===== src/rtl/keypad_scan_if.sv =====
// Keypad pin and key-event bundle between keypad_scan (master) and its consumer (slave).
interface keypad_scan_if;
    logic [3:0]  row_in;
    logic [3:0]  col_out;
    logic [15:0] key_press;
    logic [15:0] key_edge;
    logic [3:0]  key_code;
    logic        key_valid;

    modport master (
        input  row_in,
        output col_out, key_press, key_edge, key_code, key_valid
    );

    modport slave (
        output row_in,
        input  col_out, key_press, key_edge, key_code, key_valid
    );
endinterface


===== src/rtl/keypad_scan.sv =====
// 4x4 matrix keypad scanner: per-key debounce, level/edge vectors, lowest held key code.
// Optional KEY_REPEAT_EN adds auto-repeat pulses on key_edge for the held key_code.
module keypad_scan #(
    parameter int unsigned SCAN_DIV       = 100000,
    parameter int unsigned DEBOUNCE_SCANS = 4
`ifdef KEY_REPEAT_EN
    ,
    parameter int unsigned REPEAT_DELAY   = 50,
    parameter int unsigned REPEAT_RATE    = 10
`endif
) (
    input logic           clk,
    input logic           rst,
    keypad_scan_if.master kp
);

    localparam int unsigned PW = (SCAN_DIV > 1) ? $clog2(SCAN_DIV) : 1;

    // Legend at {row, col}; bit k of every key vector is legend hex k.
    localparam logic [3:0] KEY_MAP [16] = '{
        4'h1, 4'h2, 4'h3, 4'hA,
        4'h4, 4'h5, 4'h6, 4'hB,
        4'h7, 4'h8, 4'h9, 4'hC,
        4'hE, 4'h0, 4'hF, 4'hD
    };

    logic [3:0]    row_meta_q, row_sync_q;
    logic [PW-1:0] presc_q, presc_d;
    logic          tick;
    logic [1:0]    col_q, col_d;
    logic [3:0]    col_drv_q, col_drv_d;
    logic [15:0]   press_q, press_d;
    logic [15:0]   edge_q, edge_d;
    logic [3:0]    cnt_q [16];
    logic [3:0]    cnt_d [16];
    logic [3:0]    code_q, code_d;
    logic          valid_q, valid_d;
    logic [15:0]   rep_edge;
    logic [3:0]    key;

    assign tick = (presc_q == PW'(SCAN_DIV - 1));

    always_comb begin
        presc_d   = tick ? '0 : presc_q + PW'(1);
        col_d     = col_q;
        col_drv_d = col_drv_q;
        press_d   = press_q;
        cnt_d     = cnt_q;
        key       = '0;
        if (tick) begin
            col_d     = col_q + 2'd1;
            col_drv_d = ~(4'd1 << col_d);
            for (int r = 0; r < 4; r++) begin
                key = KEY_MAP[{2'(r), col_q}];
                if (~row_sync_q[r] == press_q[key]) begin
                    cnt_d[key] = '0;
                end else if (cnt_q[key] == 4'(DEBOUNCE_SCANS - 1)) begin
                    press_d[key] = ~press_q[key];
                    cnt_d[key]   = '0;
                end else begin
                    cnt_d[key] = cnt_q[key] + 4'd1;
                end
            end
        end

        valid_d = |press_d;
        code_d  = '0;
        for (int i = 15; i >= 0; i--) begin
            if (press_d[i]) code_d = 4'(i);
        end

        edge_d = (press_d & ~press_q) | rep_edge;
    end

`ifdef KEY_REPEAT_EN
    localparam int unsigned RW = $clog2(REPEAT_DELAY + REPEAT_RATE + 1);

    logic [RW-1:0] rep_cnt_q, rep_cnt_d;
    logic          rep_armed_q, rep_armed_d;
    logic          wrap;

    assign wrap = tick && (col_q == 2'd3);

    // Frames are counted at column wrap; first pulse after REPEAT_DELAY, then every REPEAT_RATE.
    always_comb begin
        rep_cnt_d   = rep_cnt_q;
        rep_armed_d = rep_armed_q;
        rep_edge    = '0;
        if ((valid_d != valid_q) || (code_d != code_q)) begin
            rep_cnt_d   = '0;
            rep_armed_d = 1'b0;
        end else if (wrap && valid_q) begin
            if (rep_cnt_q == RW'(rep_armed_q ? REPEAT_RATE - 1 : REPEAT_DELAY - 1)) begin
                rep_edge    = 16'd1 << code_q;
                rep_cnt_d   = '0;
                rep_armed_d = 1'b1;
            end else begin
                rep_cnt_d = rep_cnt_q + RW'(1);
            end
        end
    end

    always_ff @(posedge clk or posedge rst) begin
        if (rst) begin
            rep_cnt_q   <= '0;
            rep_armed_q <= 1'b0;
        end else begin
            rep_cnt_q   <= rep_cnt_d;
            rep_armed_q <= rep_armed_d;
        end
    end
`else
    assign rep_edge = '0;
`endif

    always_ff @(posedge clk or posedge rst) begin
        if (rst) begin
            row_meta_q <= 4'hF;
            row_sync_q <= 4'hF;
            presc_q    <= '0;
            col_q      <= '0;
            col_drv_q  <= 4'b1110;
            press_q    <= '0;
            edge_q     <= '0;
            code_q     <= '0;
            valid_q    <= 1'b0;
            for (int i = 0; i < 16; i++) cnt_q[i] <= '0;
        end else begin
            row_meta_q <= kp.row_in;
            row_sync_q <= row_meta_q;
            presc_q    <= presc_d;
            col_q      <= col_d;
            col_drv_q  <= col_drv_d;
            press_q    <= press_d;
            edge_q     <= edge_d;
            code_q     <= code_d;
            valid_q    <= valid_d;
            for (int i = 0; i < 16; i++) cnt_q[i] <= cnt_d[i];
        end
    end

    assign kp.col_out   = col_drv_q;
    assign kp.key_press = press_q;
    assign kp.key_edge  = edge_q;
    assign kp.key_code  = code_q;
    assign kp.key_valid = valid_q;

endmodule


===== src/flat_wrapper.sv =====
// flat-port wrapper written by rule: the top's interface ports become plain ports
module keypad_scan_flat 
#(
    parameter int unsigned SCAN_DIV       = 100000,
    parameter int unsigned DEBOUNCE_SCANS = 4

)
  (clk, rst, kp_row_in, kp_col_out, kp_key_press, kp_key_edge, kp_key_code, kp_key_valid);
  keypad_scan_if kp_i ();
  input logic clk;
  input logic rst;
  input wire logic [$bits(kp_i.row_in)-1:0] kp_row_in;
  output wire logic [$bits(kp_i.col_out)-1:0] kp_col_out;
  output wire logic [$bits(kp_i.key_press)-1:0] kp_key_press;
  output wire logic [$bits(kp_i.key_edge)-1:0] kp_key_edge;
  output wire logic [$bits(kp_i.key_code)-1:0] kp_key_code;
  output wire logic [$bits(kp_i.key_valid)-1:0] kp_key_valid;
  assign kp_i.row_in = kp_row_in;
  assign kp_col_out = kp_i.col_out;
  assign kp_key_press = kp_i.key_press;
  assign kp_key_edge = kp_i.key_edge;
  assign kp_key_code = kp_i.key_code;
  assign kp_key_valid = kp_i.key_valid;
  keypad_scan #(.SCAN_DIV(SCAN_DIV), .DEBOUNCE_SCANS(DEBOUNCE_SCANS)) u_core (.clk(clk), .rst(rst), .kp(kp_i));
endmodule

===== config.mk =====
export PLATFORM = sky130hd
export DESIGN_NAME = keypad_scan_flat
export DESIGN_NICKNAME = d
export VERILOG_FILES = /design/src/rtl/keypad_scan_if.sv /design/src/rtl/keypad_scan.sv /design/src/flat_wrapper.sv
export SDC_FILE = /design/constraint.sdc
export NUM_CORES = 1
export LEC_CHECK = 0
export ABC_AREA = 1
export BUFFER_PORTS_ARGS = -buffer_cell sky130_fd_sc_hd__buf_2
export CAP_MARGIN = 10
export CORE_UTILIZATION = 40
export CTS_CLUSTER_SIZE = 25
export DETAILED_ROUTE_END_ITERATION = 8
export GPL_TIMING_DRIVEN = 1
export PLACE_DENSITY_LB_ADDON = 0.1
export SLEW_MARGIN = 5
export SYNTH_ARGS = -nofsm -noshare
export SYNTH_HDL_FRONTEND = slang
export SYNTH_SLANG_ARGS = --single-unit

===== constraint.sdc =====
create_clock -name clk -period 6.4 [get_ports clk]
set_clock_uncertainty 0.2 [all_clocks]
set_input_delay 0.96 -clock clk [delete_from_list [all_inputs] [get_ports clk]]
set_output_delay 0.96 -clock clk [all_outputs]
set_load 0.05 [all_outputs]

Word-level counts from Yosys, hierarchy flattened --
Memories as Yosys holds them, arrays and structs flattened. Cells that the tools add are included.
Storage, ports and cells: word-level logic and storage cells 193, memories 4, register bits after elaboration 132, ROM bits 256, input port bits 6
Memory list:
- (name not given) | words 16, bits a word 4, read ports 1, clocked after memory_dff 0, wr ports 0, line keypad_scan.sv:54 | key = KEY_MAP[{2'(r), col_q}];
- (name not given) | words 16, bits a word 4, read ports 1, clocked after memory_dff 0, wr ports 0, line keypad_scan.sv:54
- (name not given) | words 16, bits a word 4, read ports 1, clocked after memory_dff 0, wr ports 0, line keypad_scan.sv:54
- (name not given) | words 16, bits a word 4, read ports 1, clocked after memory_dff 0, wr ports 0, line keypad_scan.sv:54
Cells by class: reductions and logical operators 9, $lt $le $gt $ge 20, shifts and indexed selects 1, add/subtract/negate cells 6, muxes and demuxes 92, bitwise logic cells 27, equality and inequality tests 9
Operators by type and width (number):
- 64-bit two-way mux | 11
- 64-bit bitwise AND | 4
- 64-bit bitwise mux | 4
- 64-bit inverter | 4
- 16-bit two-way mux | 12
- 4-bit two-way mux | 36
- 4-bit binary-select mux with 4-bit select | 4
- 16-bit bitwise mux | 4
- 4-bit demux with 4-bit select | 4
- 5-bit greater-or-equal comparator (second input constant) | 8
- 4-bit inverter with 5-bit output | 6
- 4-bit by 5-bit less-than comparator with 1-bit output (second input constant) | 4
- 5-bit by 1-bit less-than comparator with 1-bit output (second input constant) | 4
- 17-bit by 1-bit adder with 17-bit output (second input constant) | 1
- 17-bit equality test (second input constant) | 1
- 17-bit two-way mux | 1
- 4-bit by 1-bit adder with 4-bit output (second input constant) | 4
- 16-bit bitwise AND | 1
- 1-bit binary-select mux with 4-bit select | 4
- 1-bit demux with 4-bit select | 4
- 4-bit by 2-bit equality test with 1-bit output (second input constant) | 4
- 4-bit by 1-bit greater-or-equal comparator with 1-bit output (second input constant) | 4
- 16-bit inverter | 1
- 16-bit OR reduction | 1
- 9 further kinds | 33

Longest topological paths before layout --
Gate-level depths: netlist of the first run.
depth in word-level cells 40, mapped depth 38, mapped depth without buffers 34

Worst setup path after synthesis of the first run --
No wires, ideal clock.
path kind flip-flop to flip-flop, start reg u_core.col_q[0], end reg u_core.code_q[0], in the netlist u_core.kp.key_code[0], stages on the path, launching flop included 36, arrival time 4116 ps, period minus slack after synthesis 4436 ps, path slack 1964 ps, path through dfrtp_1 > inv_2 > buf_6 > buf_2 > buf_1 > ha_1 > nand2_1 > clkbuf_1 > nor2_1 > clkinv_1 > o2111ai_1 > ha_1 > nand2_2 > nor2_8 > nand2_4 > buf_6 > nor2_4 > nand2_1 > nand2_1 > inv_1 > nand2_1 > nand3_1 > nand2_1 > nand2_1 > nand2_1 > nand2_1 > nand2_1 > nand2_1 > nand2_1 > nand2_1 > nand2_1 > nand2_1 > nand2_1 > nand2_1 > nand2_1 > a21oi_1
Between the ends: word-level cells in the longest chain between the ends 40
RTL lines:
- from (decl) | line keypad_scan.sv:30 | logic [1:0] col_q, col_d;
- from (signal assigned) | line keypad_scan.sv:132 | col_q <= col_d;
- 2-bit inverter with 5-bit output (not written as such) | line keypad_scan.sv:54
- memory read 16 x 4 bit
- 4-bit two-way mux (not written as such) (2 in series) | line keypad_scan.sv:54
- 4-bit by 5-bit less-than comparator with 1-bit output (not written as such) (tied with other cells) | line keypad_scan.sv:58 | press_d[key] = ~press_q[key];
- 1-bit logical AND (not written as such) or 4-bit binary-select mux with 4-bit select (tied branches) | line keypad_scan.sv:58, keypad_scan.sv:57
- 1-bit two-way mux (not written as such) or 4-bit two-way mux (tied branches) | line keypad_scan.sv:58, keypad_scan.sv:57
- 1-bit demux with 4-bit select or 4-bit two-way mux (tied branches)
- 16-bit bitwise mux or 4-bit by 2-bit equality test with 1-bit output (tied branches) | line keypad_scan.sv:58, keypad_scan.sv:57
- (+10 left out)
- 16-bit two-way mux | line keypad_scan.sv:50 | if (tick) begin
- 16-bit bitwise mux | line keypad_scan.sv:58
- 16-bit two-way mux | line keypad_scan.sv:57 | end else if (cnt_q[key] == 4'(DEBOUNCE_SCANS - 1)) begin
- 16-bit two-way mux * | line keypad_scan.sv:55 | if (~row_sync_q[r] == press_q[key]) begin
- 16-bit two-way mux * | line keypad_scan.sv:50
- 4-bit two-way mux (15 in series) | line keypad_scan.sv:69 | if (press_d[i]) code_d = 4'(i);
- 4-bit two-way mux * | line keypad_scan.sv:69
- via u_core.code_d[0] | line keypad_scan.sv:36 | logic [3:0] code_q, code_d;
- to (signal assigned) | line keypad_scan.sv:136 | code_q <= code_d;
- to (decl) | line keypad_scan.sv:36
The timed path passes the listed nets; every way through them passes the cells marked *. The select of a mux whose other input is x is not followed. A chain may end at the register's enable or synchronous reset.

Final worst setup path of the first run --
start reg u_core.col_q[1], end reg u_core.code_q[0], in the netlist u_core.kp.key_code[0]
Between the ends: word-level cells in the longest chain between the ends 40
RTL lines:
- 2-bit inverter with 5-bit output (not written as such) | line keypad_scan.sv:54
- memory read 16 x 4 bit
- 4-bit two-way mux (not written as such) (2 in series) | line keypad_scan.sv:54
- 4-bit by 5-bit less-than comparator with 1-bit output (not written as such) (tied with other cells) | line keypad_scan.sv:58
- 1-bit logical AND (not written as such) or 4-bit binary-select mux with 4-bit select (tied branches) | line keypad_scan.sv:58, keypad_scan.sv:57
- 1-bit two-way mux (not written as such) or 4-bit two-way mux (tied branches) | line keypad_scan.sv:58, keypad_scan.sv:57
- 1-bit demux with 4-bit select or 4-bit two-way mux (tied branches)
- 16-bit bitwise mux or 4-bit by 2-bit equality test with 1-bit output (tied branches) | line keypad_scan.sv:58, keypad_scan.sv:57
- (+10 left out)
- 16-bit two-way mux | line keypad_scan.sv:50
- 16-bit bitwise mux | line keypad_scan.sv:58
- 16-bit two-way mux | line keypad_scan.sv:57
- 16-bit two-way mux * | line keypad_scan.sv:55
- 16-bit two-way mux * | line keypad_scan.sv:50
- via u_core.press_d[15] | line keypad_scan.sv:32 | logic [15:0] press_q, press_d;
- 4-bit two-way mux * (16 in series) | line keypad_scan.sv:69
- via u_core.code_d[0] | line keypad_scan.sv:36
Marks and branches as above.

==> run_results.csv, run 1 <==
group,metric,value,unit
sta,finalHoldViolCount,0,
layout,finish.instance_area,0.0113,mm^2
global_route,grt_usage,36.6,%
drt,drt-met1-wl,20.5,mm
critical_path,slowest_delay,1080,ps
place,dpl_cell_area,0.0107,mm^2
clock_tree,clock_latency,440,ps
clock_tree,hold_buffers,0,
sta,rsz0062_at_grt,"no",
critical_path,required,6560,ps
critical_path,worst_path_max_delay_cell,"nor2_1",
pwr,combinationalPowerShare,2.2,%
floorplanning,dieWidth,162,um
layout,n_fill_cell,2679,
min_path,hp-class,"flop to flop",
sta,report.final.setup_viol,0,
drt,drt_iter0_drc,1684,
sta,slew_headroom,16.9,%
place,gp_congestion,1.07,
clock_tree,cts_tree,"yes",
yosys,synth_ff_type,"dfrtp_1",
place,port_buffers,46,
floorplanning,num_io_pins,47,
sta,setup_tns,0,ps
run_status,status,"complete, no violations",
floorplanning,rows,58,
yosys,ys_seq_area_share,32.5,%
global_route,grt_max_degree,79,
critical_path,rr_endpoint,"u_core.kp.key_code[0]$_DFF_PP0_",
min_path,hold_path_end,"u_core.row_sync_q[3]$_DFF_PP1_",
critical_path,r2r-start,"u_core.col_q[1]$_DFFE_PP0N_",
flow_run,cap_viol_max_count,0,
global_route,grt_overflow,0,
floorplanning,design.core.area,0.0251,mm^2
clock_tree,cts_setup_buffers,0,
yosys,synth-edff-count,0,
layout,area_delta_synth_final,10.4,%
clock_tree,cts_root_buf,"clkbuf_16",
critical_path,arrival,5540,ps
yosys,yosys_warnings,0,
critical_path,r2r_setup_slack,1030,ps
pwr,p_seq_share,45.5,%
sta,fin_crit,5370,ps
pwr,switching_share,26.2,%
critical_path,cp_max_fo,31,
yosys,syn-cell-area,0.0102,mm^2
floorplanning,dieArea,0.0262,mm^2
min_path,worst_hold_startpoint,"u_core.row_meta_q[3]$_DFF_PP1_",
floorplanning,initial_utilization,40.7,%
critical_path,crit_start,"u_core.col_q[1]$_DFFE_PP0N_",
pwr,p_int,0.00136,W
floorplanning,die_h,162,um
drt,antenna_left,0,
yosys,async_flop_share,100,%
yosys,synth_nets,1549,
pwr,clkPwrFrac,52.2,%
layout,layoutNonFillerInstCount,1902,
sta,drv_slew,0,
global_route,grt_antenna_before_repair,1,
critical_path,critPathKind,"flop to flop",
drt,route.detailed.drc,0,
pwr,ir_worst_vdd,0.130,mV
global_route,grt_pass1_vias,10699,
clock_tree,cts_sinks,132,
sta,tightest_slew,1240,ps
layout,diodes,0,
yosys,ys_types,56,
pwr,power_density,164,mW/mm^2
critical_path,endpoint_kind,"flop",
drt,wl_met2,19.6,mm
yosys,ys_ff_latch,132,
drt,highest_layer,"met4",
place,dp_hpwl,34.7,mm
sta,min_period_over_period,84.0,%
layout,fin_nets,1578,
pwr,power,0.00185,W
yosys,synth_cells,1530,
clock_tree,cts_resized,0,
critical_path,r2r_cells,28,
clock_tree,clockBufferDepth,2,
place,dp.cells,1870,
clock_tree,path_clk_slew,70,ps
yosys,synth.avg_cell_area,6.67,um^2
pwr,p_leak,5.38,nW
min_path,hold_depth,0,
drt,firstDrtPassIters,6,
critical_path,cpMostUsedCell,"nand2_1",
layout,drive_above_1_share,11.1,%
critical_path,cp-start-kind,"flop",
clock_tree,htreeDepth,4,
drt,avgRoutedWirePerCell,24.9,um
drt,vias,11723,
drt,wl_met3,5.30,mm
drt,drt_wl_total,47.4,mm
place,pre_cts_slack,1170,ps
clock_tree,numCtsBuffers,17,
drt,avgViaCountPerCell,6.16,
pwr,power.switching,0.000484,W
sta,fmax,186,MHz
sta,setup_slack,1030,ps
global_route,grt_pass1_wl,70.5,mm
## placed cells by master (no fill, tap or decap), types with 3 or more instances in the layout
cell type,count
inv_1,196
o311ai_0,5
nor3_1,21
xor2_1,5
inv_6,7
nor2_1,131
nor2_2,4
or2_1,4
dfrtp_1,119
nor4_1,7
o221ai_1,29
a221oi_1,7
o21ai_1,18
clkbuf_16,17
a21oi_1,78
a22oi_1,14
buf_2,46
dfstp_2,11
o21a_1,3
ha_1,13
o22ai_1,33
clkinv_4,4
a211oi_1,7
o211ai_1,44
o21ai_2,3
nand2_2,7
o21ai_0,157
clkinv_1,4
o31ai_1,4
nand4_1,16
nand2_1,369
nor2_4,4
a31oi_1,20
inv_2,16
nand2_4,4
nand3_1,81
buf_4,34
## per-stage QoR
stage,utilization [%],hold WS [ps]
after detailed placement,42.7,147
after global placement,42.7,145
after CTS,44.9,157
after global routing,44.9,153
final,44.9,153
after floorplan,-,145
## synth_stat cells, types with 5 or more instances
| cell type | number | share of area (%) |
|---|---|---|
| nand2_1 | 369 | 14 |
| inv_1 | 198 | 7.3 |
| o21ai_0 | 157 | 7.7 |
| nor2_1 | 131 | 4.8 |
| dfrtp_1 | 121 | 30 |
| nand3_1 | 81 | 4.0 |
| a21oi_1 | 78 | 3.8 |
| o211ai_1 | 44 | 3.2 |
| o22ai_1 | 33 | 2.0 |
| clkbuf_1 | 31 | 1.1 |
| o221ai_1 | 29 | 2.5 |
| nor3_1 | 21 | 1.0 |
| a31oi_1 | 20 | 1.2 |
| o21ai_1 | 18 | 0.88 |
| buf_2 | 16 | 0.78 |
| nand4_1 | 16 | 0.98 |
| inv_2 | 15 | 0.55 |
| a22oi_1 | 14 | 1.0 |
| ha_1 | 13 | 1.6 |
| dfstp_2 | 11 | 2.8 |
| buf_4 | 9 | 0.66 |
| buf_6 | 9 | 0.99 |
| a211oi_1 | 7 | 0.51 |
| a221oi_1 | 7 | 0.60 |
| nand2_2 | 7 | 0.43 |
| nor4_1 | 7 | 0.43 |
| o311ai_0 | 5 | 0.43 |
| xor2_1 | 5 | 0.43 |
## logic make-up after synthesis
family,synth area share (%)
multiplexers,0.0980
buffers and inverters,11.8
AND/OR/NAND/NOR,27.7
flip-flops,32.5
AO/OA/AOI/OAI,25.8
XOR/XNOR,0.515
adder cells (fa/ha/maj),1.59
## power groups by stage
stage | combinational [W] | clock (W) | sequential, W
final | 0.0000413 | 0.000964 | 0.000841
after floorplan | 0.0000240 | 0 | 0.000855
after detailed placement | 0.0000416 | 0 | 0.000856
after CTS | 0.0000417 | 0.000976 | 0.000841
after global placement | 0.0000422 | 0 | 0.000856
after global routing | 0.0000456 | 0.00101 | 0.000840
## worst max-delay path: cells and delay by family, from the launching register on
family	cells	cell delay, ps
AO/OA/AOI/OAI	2	510
adder cells (fa/ha/maj)	2	830
buffers and inverters	1	260
flip-flops	1	420
AND/OR/NAND/NOR	23	3060
## final cells by class
| cell class | instances | area [um^2] | share of cell area [%] |
|---|---|---|---|
| multi-input combinational | 1111 | 5690 | 50.4 |
| sequential | 132 | 3320 | 29.4 |
| inverter | 217 | 820 | 7.27 |
| timing repair buffer | 80 | 485 | 4.30 |
| clock buffer | 18 | 439 | 3.89 |
| tap | 330 | 413 | 3.66 |
| clock inverter | 14 | 116 | 1.03 |
## worst max path at each step
stage | endpoint | slack [ps] | depth (start not counted)
after floorplan | u_core.cnt_q[0]$_DFFE_PP0N_ | 1730 | 1
final | u_core.kp.key_code[0]$_DFF_PP0_ | 1030 | 28
after detailed placement | u_core.kp.key_code[0]$_DFF_PP0_ | 1170 | 28
after global routing | u_core.kp.key_code[0]$_DFF_PP0_ | 670 | 28
after CTS | u_core.kp.key_code[0]$_DFF_PP0_ | 1120 | 28
after global placement | u_core.kp.key_code[0]$_DFF_PP0_ | 1180 | 33
## sequential cells by signal, summed over array words and instances, names as in the netlist
signal,flops
u_core.cnt_q,64
u_core.presc_q,17
u_core.kp.key_edge,16
u_core.kp.key_press,16
u_core.kp.col_out,4
u_core.kp.key_code,4
u_core.row_meta_q,4
u_core.row_sync_q,4
u_core.col_q,2
u_core.kp.key_valid,1
## per-layer routing
metal	vias to the layer above	GRT usage [%]
met2	829	53.4
met4	0	15.1
li1	5242	-
met3	128	8.07
met5	-	0
met1	5524	52.0
(Power assumes the default switching activity.)
==> run 2: changes to the inputs <==
==> constraint.sdc (replaced) <==
create_clock -name clk -period 5.2 [get_ports clk]
set_clock_uncertainty 0.2 [all_clocks]
set_input_delay 0.78 -clock clk [delete_from_list [all_inputs] [get_ports clk]]
set_output_delay 0.78 -clock clk [all_outputs]
set_load 0.05 [all_outputs]
==> run 2 against run 1 <==
  * Cell count is 0.95% higher
  * Clock power up 26%
  * Critical path depth rose by 6
  * Utilization rose by 0.54 points
  * Largest cell class unchanged
  * Sequential power is 22% higher
  * Wire length up 5.0%
  * Combinational power rose by 31%
  * Flip-flop and latch count did not move
  * Highest routed layer is now met5
  * Critical endpoint unchanged
  * Register-to-register slack got worse by 650 ps
  * Fmax is 11% higher
  * Setup slack got worse by 650 ps
  * Sequential share of layout area decreased by 0.35 points
==> run_results.csv, run 2 (synthesis results as in run 1) <==
group,metric,value,unit
run_status,status,"complete, no violations",
floorplanning,initial_utilization,40.7,%
critical_path,cp-start-kind,"flop",
sta,fin_crit,4820,ps
critical_path,worst_path_max_delay_cell,"dfrtp_2",
place,dpl_cell_area,0.0109,mm^2
floorplanning,num_io_pins,47,
clock_tree,path_clk_slew,70,ps
clock_tree,cts_sinks,132,
clock_tree,clockBufferDepth,2,
drt,drt_wl_total,49.8,mm
pwr,p_leak,5.46,nW
critical_path,arrival,5000,ps
layout,fin_nets,1596,
layout,area_delta_synth_final,11.8,%
layout,final_common_cell,"nand2_1",
place,dp_hpwl,36.6,mm
clock_tree,clock_latency,450,ps
layout,multi_input_area,0.00569,mm^2
sta,hold-worst-slack,151,ps
global_route,grt_pass1_wl,73.0,mm
drt,route.detailed.drc,0,
global_route,grt_usage,38.5,%
layout,reg.largest.list,"u_core.cnt_q: 64 flops, u_core.presc_q: 17 flops",
drt,firstDrtPassIters,7,
flow_run,cap_viol_max_count,0,
clock_tree,cts_setup_buffers,0,
place,gp_congestion,0.999,
layout,diodes,0,
clock_tree,numCtsBuffers,17,
layout,layoutNonFillerInstCount,1920,
layout,finish.instance_area,0.0114,mm^2
drt,avgViaCountPerCell,6.16,
layout,ff_latch_area,0.00332,mm^2
sta,drv_slew,0,
critical_path,cp_max_fo,21,
clock_tree,cts_root_buf,"clkbuf_16",
sta,rsz0062_at_grt,"no",
layout,final_cell_mix,"nand2_1, inv_1, o21ai_0",
place,port_buffers,46,
clock_tree,htreeDepth,4,
global_route,grt_pass1_vias,10988,
floorplanning,dieWidth,162,um
sta,report.final.setup_viol,0,
floorplanning,die_h,162,um
drt,drt_iter0_drc,1631,
sta,min_period_over_period,92.8,%
drt,antenna_left,0,
pwr,ir_worst_vdd,0.176,mV
drt,avgRoutedWirePerCell,25.9,um
place,pre_cts_slack,470,ps
pwr,power_density,202,mW/mm^2
critical_path,endpoint_kind,"flop",
critical_path,cpMostUsedCell,"nand2_1",
sta,tightest_slew,1120,ps
min_path,hp-class,"flop to flop",
critical_path,required,5370,ps
layout,largest_register_ffs,64,
place,dp.cells,1888,
clock_tree,cts_tree,"yes",
sta,slew_headroom,24.3,%
layout,n_fill_cell,2739,
drt,vias,11830,
sta,fmax,207,MHz
sta,finalHoldViolCount,0,
layout,regMostFlops,"u_core.cnt_q",
sta,setup_slack,376,ps
global_route,grt_antenna_before_repair,1,
critical_path,slowest_delay,430,ps
floorplanning,dieArea,0.0262,mm^2
global_route,grt_overflow,0,
floorplanning,rows,58,
layout,drive_above_1_share,12.2,%
sta,setup_tns,0,ps
critical_path,critPathKind,"flop to flop",
floorplanning,design.core.area,0.0251,mm^2
global_route,grt_max_degree,96,
run 2: changes by cell type in the layout (fill, tap and decap cells not counted), sizes merged:
cell / before / now
buf: 80 / 98
clkinvlp: 1 / 2
clkinv: 10 / 9
run 2: metrics by stage:
step	utilization (%)	power, W
2_1_floorplan	-	0.00108
3_3_place_gp	43.2	0.00111
3_5_place_dp	43.2	0.00111
4_1_cts	45.5	0.00231
5_1_grt	45.5	0.00235
6_report	45.5	0.00230
run 2: final cells by class:
| class | count | share of cell area, % |
|---|---|---|
| multi-input cells | 1111 | 49.8 |
| flip-flops and latches | 132 | 29.1 |
| inverters | 217 | 7.18 |
| repair buffers | 98 | 5.44 |
| clock buffers | 18 | 3.85 |
| well taps | 330 | 3.62 |
| clock inverters | 14 | 1.01 |
run 2: worst paths after layout:
check	cells past startpoint	from	slack, ps	to
worst max-delay path	34	u_core.col_q[0]$_DFFE_PP0N_	380	u_core.kp.key_code[0]$_DFF_PP0_
worst min-delay path	0	u_core.row_meta_q[3]$_DFF_PP1_	150	u_core.row_sync_q[3]$_DFF_PP1_
worst max register to register	34	u_core.col_q[0]$_DFFE_PP0N_	380	u_core.kp.key_code[0]$_DFF_PP0_
worst min register to register	0	u_core.row_meta_q[3]$_DFF_PP1_	150	u_core.row_sync_q[3]$_DFF_PP1_
max in group asynchronous	3	rst	3430	u_core.row_meta_q[2]$_DFF_PP1_
min in group asynchronous	2	rst	320	u_core.cnt_q[62]$_DFFE_PP0N_
run 2: metal layers:
metal  vias up  share of wire, %  wire, um  track usage [%]
met5         -             0.030        15                0
met4         2               4.9      2460             18.0
met3       182                12      5790             9.96
met1      5588                42     21000             52.9
met2       780                41     20500             56.1
li1       5278                 -         -                -
run 2: power by group:
part	total (W)	switching, W	internal [W]
clock	0.00121	0.000578	0.000635
sequential	0.00103	0.00000245	0.00103
combinational	0.0000541	0.0000461	0.00000800
total	0.00230	0.000627	0.00168
run 2: timing repair:
action | in CTS | in global routing
gates resized for setup | 0 | 1
setup endpoints to repair | 0 | 1
hold buffers | 0 | 0
run 2: worst max-delay path, delay by kind of cell, from the launching register on:
kind | cells | cell delay, ps
adder cells (fa/ha/maj) | 2 | 650
buffers and inverters | 4 | 720
AO/OA/AOI/OAI | 3 | 460
flip-flops | 1 | 430
AND/OR/NAND/NOR | 25 | 2270
